===== config.mk =====
export PLATFORM = sky130hd
export DESIGN_NAME = handshake_monitor
export DESIGN_NICKNAME = d
export VERILOG_FILES = /design/src/rtl/handshake_monitor.sv
export SDC_FILE = /design/constraint.sdc
export NUM_CORES = 1
export LEC_CHECK = 0
export CORE_ASPECT_RATIO = 1.5
export CORE_UTILIZATION = 51
export CTS_CLUSTER_DIAMETER = 40
export DETAILED_ROUTE_END_ITERATION = 7
export MAX_ROUTING_LAYER = met4
export PLACE_DENSITY_LB_ADDON = 0.1
export SLEW_MARGIN = 20
export SYNTH_ARGS = -nofsm -noshare
export SYNTH_HDL_FRONTEND = slang
export SYNTH_SLANG_ARGS = --single-unit

===== constraint.sdc =====
create_clock -name clk -period 5.3 [get_ports clk]
set_clock_uncertainty 0.15 [all_clocks]
set_input_delay 1.06 -clock clk [delete_from_list [all_inputs] [get_ports clk]]
set_output_delay 1.06 -clock clk [all_outputs]
set_load 0.01 [all_outputs]

===== src/rtl/handshake_monitor.sv =====
// handshake_monitor
//   Runtime checker for pulse/acknowledge traffic on NUM_CH independent channels.
//   Per channel it flags over-long request pulses, request rises spaced closer
//   than MIN_INTERVAL, requests not acknowledged within MAX_LATENCY cycles and
//   acknowledges that arrive with no request outstanding.
//
// Ports
//   clk                  clock
//   rst                  synchronous active-high reset
//   enable_in            monitoring enable; when low, events are masked and
//                        per-channel trackers are parked
//   clr_in               clear all sticky status (same-cycle events still load)
//   req_in[NUM_CH]       per-channel request pulses
//   ack_in[NUM_CH]       per-channel acknowledge pulses
//   err_width_out        sticky: request held high for two or more cycles
//   err_interval_out     sticky: request rose too soon after the previous one
//   err_timeout_out      sticky: acknowledge missing within MAX_LATENCY
//   err_spurious_out     sticky: acknowledge with no outstanding request
//   err_count_out        saturating count of error events
//   first_err_valid_out  first_err_ch_out holds a captured channel
//   first_err_ch_out     lowest channel flagged in the first error cycle
//   irq_out              one-cycle pulse per cycle that registered new events

module handshake_monitor #(
  parameter int unsigned NUM_CH       = 4,
  parameter int unsigned MIN_INTERVAL = 16,
  parameter int unsigned MAX_LATENCY  = 8,
  parameter int unsigned CNT_W        = 8,
  parameter int unsigned CH_W         = (NUM_CH > 1) ? $clog2(NUM_CH) : 1
) (
  input  logic              clk,
  input  logic              rst,
  input  logic              enable_in,
  input  logic              clr_in,
  input  logic [NUM_CH-1:0] req_in,
  input  logic [NUM_CH-1:0] ack_in,
  output logic [NUM_CH-1:0] err_width_out,
  output logic [NUM_CH-1:0] err_interval_out,
  output logic [NUM_CH-1:0] err_timeout_out,
  output logic [NUM_CH-1:0] err_spurious_out,
  output logic [CNT_W-1:0]  err_count_out,
  output logic              first_err_valid_out,
  output logic [CH_W-1:0]   first_err_ch_out,
  output logic              irq_out
);

  localparam int unsigned LAT_W = $clog2(MAX_LATENCY + 1);
  localparam int unsigned IVL_W = $clog2(MIN_INTERVAL + 1);
  localparam int unsigned EV_W  = 4 * NUM_CH;
  localparam int unsigned POP_W = $clog2(EV_W + 1);
  localparam int unsigned SUM_W = ((CNT_W > POP_W) ? CNT_W : POP_W) + 1;

  localparam logic [LAT_W-1:0] LatMax = LAT_W'(MAX_LATENCY);
  localparam logic [IVL_W-1:0] IvlMax = IVL_W'(MIN_INTERVAL);
  localparam logic [SUM_W-1:0] CntMax = SUM_W'({CNT_W{1'b1}});

  typedef enum logic {StIdle, StWait} state_e;

  // Request edge history
  logic [NUM_CH-1:0] req_q, req_qq, rise;

  always_ff @(posedge clk) begin
    if (rst) begin
      req_q  <= '0;
      req_qq <= '0;
    end else begin
      req_q  <= req_in;
      req_qq <= req_q;
    end
  end

  assign rise = req_in & ~req_q;

  // Per-channel trackers
  state_e           state_q [NUM_CH];
  logic [LAT_W-1:0] lat_q   [NUM_CH];
  logic [IVL_W-1:0] ivl_q   [NUM_CH];

  always_ff @(posedge clk) begin
    for (int i = 0; i < NUM_CH; i++) begin
      if (rst || !enable_in) begin
        // Parking ivl at its ceiling makes the first rise after reset or
        // re-enable always legal.
        state_q[i] <= StIdle;
        lat_q[i]   <= '0;
        ivl_q[i]   <= IvlMax;
      end else begin
        if (rise[i]) begin
          ivl_q[i] <= IVL_W'(1);
        end else if (ivl_q[i] != IvlMax) begin
          ivl_q[i] <= ivl_q[i] + IVL_W'(1);
        end

        // A rise always (re)starts the wait; any old request is either
        // completed by a same-cycle ack or reported as a timeout.
        if (rise[i]) begin
          state_q[i] <= StWait;
          lat_q[i]   <= LAT_W'(1);
        end else if (state_q[i] == StWait) begin
          if (ack_in[i] || (lat_q[i] == LatMax)) begin
            state_q[i] <= StIdle;
            lat_q[i]   <= '0;
          end else begin
            lat_q[i] <= lat_q[i] + LAT_W'(1);
          end
        end
      end
    end
  end

  // Event detection
  logic [NUM_CH-1:0] ev_width, ev_ivl, ev_tmo, ev_spur, ch_ev;

  always_comb begin
    ev_width = '0;
    ev_ivl   = '0;
    ev_tmo   = '0;
    ev_spur  = '0;
    for (int i = 0; i < NUM_CH; i++) begin
      if (enable_in) begin
        ev_width[i] = req_in[i] & req_q[i] & ~req_qq[i];
        ev_ivl[i]   = rise[i] & (ivl_q[i] < IvlMax);
        if (state_q[i] == StIdle) begin
          ev_spur[i] = ack_in[i];
        end else if (!ack_in[i]) begin
          ev_tmo[i] = (lat_q[i] == LatMax) | rise[i];
        end
      end
    end
  end

  assign ch_ev = ev_width | ev_ivl | ev_tmo | ev_spur;

  logic [POP_W-1:0] pop;
  logic [CH_W-1:0]  low_ch;

  always_comb begin
    pop = '0;
    for (int i = 0; i < NUM_CH; i++) begin
      pop = pop + POP_W'(ev_width[i]) + POP_W'(ev_ivl[i])
                + POP_W'(ev_tmo[i]) + POP_W'(ev_spur[i]);
    end
  end

  always_comb begin
    low_ch = '0;
    for (int i = NUM_CH - 1; i >= 0; i--) begin
      if (ch_ev[i]) low_ch = CH_W'(i);
    end
  end

  // Status registers
  logic [NUM_CH-1:0] width_q, width_d, ivl_err_q, ivl_err_d;
  logic [NUM_CH-1:0] tmo_q, tmo_d, spur_q, spur_d;
  logic [CNT_W-1:0]  count_q, count_d;
  logic              fvalid_q, fvalid_d;
  logic [CH_W-1:0]   fch_q, fch_d;
  logic              irq_q, irq_d;
  logic [SUM_W-1:0]  sum;

  always_comb begin
    // clr_in drops the old state; this cycle's events still load.
    width_d   = (clr_in ? '0 : width_q)   | ev_width;
    ivl_err_d = (clr_in ? '0 : ivl_err_q) | ev_ivl;
    tmo_d     = (clr_in ? '0 : tmo_q)     | ev_tmo;
    spur_d    = (clr_in ? '0 : spur_q)    | ev_spur;

    sum     = (clr_in ? '0 : SUM_W'(count_q)) + SUM_W'(pop);
    count_d = (sum > CntMax) ? CntMax[CNT_W-1:0] : sum[CNT_W-1:0];

    fvalid_d = clr_in ? 1'b0 : fvalid_q;
    fch_d    = clr_in ? '0 : fch_q;
    if (!fvalid_d && (|ch_ev)) begin
      fvalid_d = 1'b1;
      fch_d    = low_ch;
    end

    irq_d = |ch_ev;
  end

  always_ff @(posedge clk) begin
    if (rst) begin
      width_q   <= '0;
      ivl_err_q <= '0;
      tmo_q     <= '0;
      spur_q    <= '0;
      count_q   <= '0;
      fvalid_q  <= 1'b0;
      fch_q     <= '0;
      irq_q     <= 1'b0;
    end else begin
      width_q   <= width_d;
      ivl_err_q <= ivl_err_d;
      tmo_q     <= tmo_d;
      spur_q    <= spur_d;
      count_q   <= count_d;
      fvalid_q  <= fvalid_d;
      fch_q     <= fch_d;
      irq_q     <= irq_d;
    end
  end

  assign err_width_out       = width_q;
  assign err_interval_out    = ivl_err_q;
  assign err_timeout_out     = tmo_q;
  assign err_spurious_out    = spur_q;
  assign err_count_out       = count_q;
  assign first_err_valid_out = fvalid_q;
  assign first_err_ch_out    = fch_q;
  assign irq_out             = irq_q;

endmodule


* Yosys cells after proc, flatten, opt, wreduce, memory -nomap -nowiden
Memories as Yosys holds them, arrays and structs flattened. Cells that the tools add are included.
Word-level totals: RAM bits 40, output and inout bits 28, register bits 36, logic and storage cells 257, memories 3, input bits 12
Memory list:
- ivl_q | depth 4, width 5, rd ports 4, clocked after memory_dff 0, wr ports 4, RTL line 77 | logic [IVL_W-1:0] ivl_q [NUM_CH];
- lat_q | depth 4, width 4, rd ports 4, clocked after memory_dff 0, wr ports 4, RTL line 76 | logic [LAT_W-1:0] lat_q [NUM_CH];
- state_q | depth 4, width 1, rd ports 4, clocked after memory_dff 0, wr ports 4, RTL line 75 | state_e state_q [NUM_CH];
Operators by class: add/sub/neg operators 24, equality and inequality tests 8, muxes and demuxes 140, reductions and logical operators 10, order comparisons 5, bitwise operators 57
Operator list (number):
- two-way mux 1 bit | 108
- two-way mux 4 bit | 16
- adder 5 x 1 -> 5 bit | 11
- two-way mux 5 bit | 8
- bitwise OR 1 bit | 32
- bitwise OR 4 bit | 7
- adder 5 x 1 -> 5 bit (second input constant) | 4
- less-than comparator 5 bit (second input constant) | 4
- != test 5 bit (second input constant) | 4
- adder 4 x 1 -> 4 bit (second input constant) | 4
- equality test 4 bit (second input constant) | 4
- two-way mux 8 bit | 2
- AND 1 bit | 12
- two-way mux 2 bit | 6
- adder 8 x 5 -> 9 bit | 1
- greater-than comparator 9 x 8 -> 1 bit (second input constant) | 1
- adder 4 x 1 -> 5 bit | 1
- logical OR 1 bit | 5
- adder 3 x 1 -> 4 bit | 1
- AND 4 bit | 1
- inverter 1 bit | 4
- inverter 4 bit | 1
- OR reduction 4 bit | 1
- adder 2 x 1 -> 3 bit | 1
- other kinds (4) | 5

* Logic depth before layout (Yosys ltp)
word-level depth 23, mapped depth 20

* Worst setup path before layout
No wires, ideal clock.
path type input port to flip-flop, start point input port req_in[3], end point register count_q[0] (netlist: err_count_out[0]), required time 5.018 ns, arrival time 5.132 ns, stages on the path 18, setup slack -0.114 ns, setup time 0.132 ns, path through nor2b_2 -> o2111ai_2 -> inv_1 -> fa_1 -> inv_1 -> fa_1 -> fa_1 -> fa_1 -> inv_1 -> fa_1 -> inv_1 -> fa_1 -> nor2b_1 -> o21a_1 -> o21a_1 -> o21bai_1 -> nand2b_1 -> a21oi_1
On the way: longest elaborated chain between the ends 10, elaborated cells on any way between the ends 17
Ends and longest elaborated chain:
- from (decl) | RTL line 35 | input logic [NUM_CH-1:0] req_in,
- AND 1 bit / AND 4 bit (equally long branches) | RTL line 121, 72
- AND 1 bit / bitwise OR 1 bit (equally long branches) | RTL line 121, 126
- two-way mux 1 bit (on tied branches) | RTL line 120, 125
- adder 5 x 1 -> 5 bit / two-way mux 1 bit (equally long branches) | RTL line 140, 123
- adder 5 x 1 -> 5 bit / two-way mux 1 bit (equally long branches) | RTL line 140, 120
- adder 5 x 1 -> 5 bit * (2 in a row) | RTL line 141 | + POP_W'(ev_tmo[i]) + POP_W'(ev_spur[i]);
- adder 8 x 5 -> 9 bit * | RTL line 168 | sum = (clr_in ? '0 : SUM_W'(count_q)) + SUM_W'(pop);
- greater-than comparator 9 x 8 -> 1 bit | RTL line 169 | count_d = (sum > CntMax) ? CntMax[CNT_W-1:0] : sum[CNT_W-1:0];
- two-way mux 8 bit * | RTL line 169
- to (signal assigned) | RTL line 196 | count_q <= count_d;
- to (decl) | RTL line 155 | logic [CNT_W-1:0] count_q, count_d;
Every way passes the cells marked *; elsewhere a longest branch is shown, timed or not. A chain may end at the register's enable or synchronous reset.

* Worst setup path in the final report
start point input port enable_in, end point register count_q[7] (netlist: err_count_out[7])
On the way: longest elaborated chain between the ends 19, elaborated cells on any way between the ends 34
Ends and longest elaborated chain:
- from (decl) | RTL line 33 | input logic enable_in,
- two-way mux 1 bit | RTL line 120 | if (enable_in) begin
- adder 1 x 1 -> 2 bit | RTL line 140 | pop = pop + POP_W'(ev_width[i]) + POP_W'(ev_ivl[i])
- adder 2 x 1 -> 3 bit | RTL line 141
- adder 3 x 1 -> 4 bit | RTL line 141
- adder 4 x 1 -> 5 bit | RTL line 140
- adder 5 x 1 -> 5 bit | RTL line 140
- adder 5 x 1 -> 5 bit (2 in a row) | RTL line 141
- adder 5 x 1 -> 5 bit (2 in a row) | RTL line 140
- adder 5 x 1 -> 5 bit (2 in a row) | RTL line 141
- adder 5 x 1 -> 5 bit (2 in a row) | RTL line 140
- adder 5 x 1 -> 5 bit | RTL line 141
- adder 5 x 1 -> 5 bit * | RTL line 141
- adder 8 x 5 -> 9 bit * | RTL line 168
- greater-than comparator 9 x 8 -> 1 bit | RTL line 169
- two-way mux 8 bit * | RTL line 169
Marked as above.

==> impl_metrics.py <==
metrics = {
    "worst_setup_path": {
        "slowest_stage": "fa_1",
        "r2r_setup_slack_ps": 200,
        "max_stage_delay_ps": 520,
        "crit_fanout": 7,
        "path_cells": "buf_4, buf_12, nand3b_1, inv_2, fa_1, inv_1, fa_1, fa_1, fa_1, inv_2, fa_2, inv_2, fa_2, nor2b_1, o21a_1, o21a_1, nor3b_2, o21ba_2, nor4_2",
        "critical_path_class": "primary input to register",
        "r2r-start": "lat_q[3][0]$_DFFE_PP_",
        "required_ps": 5390,
        "cp-startpoint": "enable_in",
        "setup.worst_path.end_class": "register",
        "reg2reg_to": "err_count_out[7]$_SDFF_PP0_",
        "crit_arrival_ps": 5270,
        "cpMostUsedCell": "fa_1",
        "cp_top_family": "adder cells",
        "crit_buf_inv": 6,
        "rr_worst_depth": 20,
        "worstSetupStartpointType": "primary input",
    },
    "min_path": {
        "min_path_type": "register to register",
        "min_path_cells": 2,
        "holdPathEnd": "err_spurious_out[2]$_SDFF_PP0_",
        "min_from": "err_spurious_out[2]$_SDFF_PP0_",
    },
    "layout": {
        "regMostFlops": "ivl_q",
        "regArea_mm2": 0.00192,
        "drive_above_1_share": 0.175,
        "syn_to_final_growth_pct": 28.0,
        "antenna_cells": 0,
        "largest_register_ffs": 20,
        "nFillCells": 617,
        "final_nets": 545,
        "final_util": 0.671,
        "multi_input_area_mm2": 0.00206,
    },
    "sta": {
        "tightest_slew_ps": 638,
        "fin_crit_sh": 0.978,
        "worst_hold_slack_ps": 313,
        "min_period_ps": 5180,
        "rsz0062_at_grt": "yes",
        "slew-limit-headroom": 0.574,
        "report.final.setup_viol": 0,
        "fmax_mhz": 193,
        "slew_violations": 0,
        "hold_violations": 0,
    },
    "pwr": {
        "p_leak_uw": 0.00223,
        "powerDensity_mw_per_mm2": 308,
        "ir_drop_uv": 268,
        "total_power_uw": 1660,
    },
    "yosys": {
        "syn_nets": 465,
        "synthCells": 417,
        "synth_edf_count": 40,
        "synth_top_cell_by_area": "edfxtp_1",
        "syn_avg_cell_area_um2": 10.1,
        "synth.distinct_cells": 48,
        "synth_area_leaders": "edfxtp_1, dfxtp_1, ha_1",
        "synth_top_area_share": 0.286,
        "ys_seq_elements": 76,
        "ys_warn_count": 0,
        "async_reset_ff_frac": 0,
        "yosysSeqAreaShare": 0.458,
        "synth_area_mm2": 0.00420,
        "ys.flop_type": "edfxtp_1",
    },
    "detailed_routing": {
        "dr_total_vias": 3101,
        "drtAntennaViolNets": 0,
        "wl_per_cell_um": 13.8,
        "first_iter_violations": 133,
        "post_drt_via_cell_ratio": 5.11,
        "routed_wl_um": 8400,
        "post-route-drc-count": 0,
        "first_pass_iters": 4,
    },
    "clock_tree": {
        "cts_tree": "yes",
        "cts_buffers": 9,
        "insertion_delay_ps": 330,
        "cts_sinks": 76,
        "cts_root_buf": "clkbuf_16",
        "cts.path.max_buffers": 2,
        "clk_pin_slew_ps": 60,
        "h-tree-depth": 3,
    },
    "global_routing": {
        "antenna_found_initial": 0,
        "gr-usage-met1": 0.238,
        "grt_pass1_wl_um": 14100,
        "use_met2": 0.388,
        "grt-busiest-layer": "met2",
        "overflow": 0,
        "grt_max_degree": 40,
        "met3_usage": 0.0468,
        "grt_usage": 0.218,
        "grt_pass1_vias": 3108,
    },
    "outcome": {
        "status": "finished, final reports clean",
    },
    "floorplanning": {
        "start_util": 0.524,
        "fp.dieArea_mm2": 0.00861,
        "die_w_um": 76.1,
        "die_h_um": 113,
        "rows": 40,
        "core_area_mm2": 0.00801,
        "io_pins": 40,
    },
    "job": {
        "drv_cap": 0,
    },
    "place": {
        "place_congestion": 0.806,
        "dpl.hpwl_um": 6170,
        "io_buffers": 39,
    },
}
-- worst reg2reg max path, stage by stage (launching register included) --
cell	delay [ps]
edfxtp_1	380
inv_1	60
ha_1	190
and3b_2	220
o2111ai_2	220
inv_1	80
fa_1	480
inv_1	50
fa_1	470
fa_1	520
fa_1	500
inv_2	70
fa_2	200
inv_2	50
fa_2	360
nor2b_1	130
o21a_1	160
o21a_1	200
nor3b_2	60
o21ba_2	210
nor4_2	250
-- synthesized netlist by cell type, types with 2 or more instances --
| cell type | number |
|---|---|
| o21ai_1 | 2 |
| nand4b_1 | 3 |
| buf_2 | 2 |
| nand2b_1 | 6 |
| xor2_1 | 14 |
| ha_1 | 24 |
| edfxtp_1 | 40 |
| nand2_1 | 35 |
| buf_6 | 2 |
| and3_1 | 3 |
| or3_1 | 6 |
| o21a_1 | 4 |
| nor3_1 | 13 |
| nor2b_2 | 3 |
| fa_1 | 12 |
| nor3b_1 | 3 |
| nor2b_1 | 16 |
| nor2_1 | 31 |
| a21oi_1 | 24 |
| inv_1 | 52 |
| and3b_1 | 5 |
| xnor2_1 | 8 |
| dfxtp_1 | 36 |
| nand3b_1 | 5 |
| clkbuf_1 | 3 |
| mux2i_1 | 4 |
| buf_1 | 2 |
| a21oi_2 | 2 |
| nand3_1 | 21 |
| o2111ai_2 | 3 |
| o21ai_0 | 16 |
-- cells by family (layout without fill, tap and decap cells) --
logic type               after synthesis  in the layout  share of synthesized area
adder cells (fa/ha/maj)               36             36                      0.129
XOR/XNOR                              22             22                     0.0459
flip-flops                            76             76                      0.458
multiplexers                           5              5                     0.0122
buffers and inverters                 62            147                     0.0605
AND/OR/NAND/NOR                      156            156                      0.199
AO/OA/AOI/OAI                         60             60                     0.0963
-- worst max-delay path by stage --
stage / endpoint / slack, ps / cells after the start
6_report: err_count_out[7]$_SDFF_PP0_ / 120 / 19
5_1_grt: err_count_out[7]$_SDFF_PP0_ / -80 / 17
4_1_cts: err_count_out[2]$_SDFF_PP0_ / 2 / 19
3_5_place_dp: err_count_out[2]$_SDFF_PP0_ / -630 / 19
3_3_place_gp: err_count_out[0]$_SDFF_PP0_ / -530 / 19
2_1_floorplan: err_count_out[6]$_SDFF_PP0_ / 30 / 18
-- power by group --
part / internal [µW] / switching [µW] / leakage, µW
Clock: 485 / 224 / 0.000173
Combinational: 128 / 127 / 0.00131
Sequential: 661 / 32.0 / 0.000749
-- per-stage QoR --
step | instance area, µm² | cells | setup slack, ps | setup TNS [ps]
floorplan | 4210 | 417 | 28.1 | 0
global placement | 4910 | 581 | -530 | -4160
detailed placement | 4910 | 581 | -626 | -4900
CTS | 5300 | 600 | 1.75 | 0
global route | 5370 | 607 | -83.8 | -288
finish | 5370 | 607 | 118 | 0
-- metal layers --
metal  share of wire  vias up
met5               0        -
li1                -     1572
met2            0.54       47
met3           0.027        7
met4           0.014        0
met1            0.42     1475
-- cell usage in the layout (no fill, tap or decap), drive strengths merged, types with 15 or more instances in the layout --
master          n
a21oi          26
clkdlybuf4s50  33
ha             24
nand3          21
buf            41
clkbuf         15
inv            52
nor2           31
nand2          35
edfxtp         40
o21ai          18
dfxtp          36
nor2b          20
-- cell type report --
cell class / instances / share of cell area
clock buffers: 12 / 0.0477
flip-flops and latches: 76 / 0.358
repair buffers: 79 / 0.132
inverters: 52 / 0.0363
clock inverters: 4 / 0.0177
well taps: 105 / 0.0244
multi-input cells: 279 / 0.384
-- what timing repair did --
action                                  CTS  global route
cloned                                    0             1
pin swaps                                13            20
hold buffers                              0             0
gates resized for setup                  14            16
setup buffers                             3             6
endpoints found under the setup margin    8             8
Note: power is estimated with default switching activity, not from simulation.
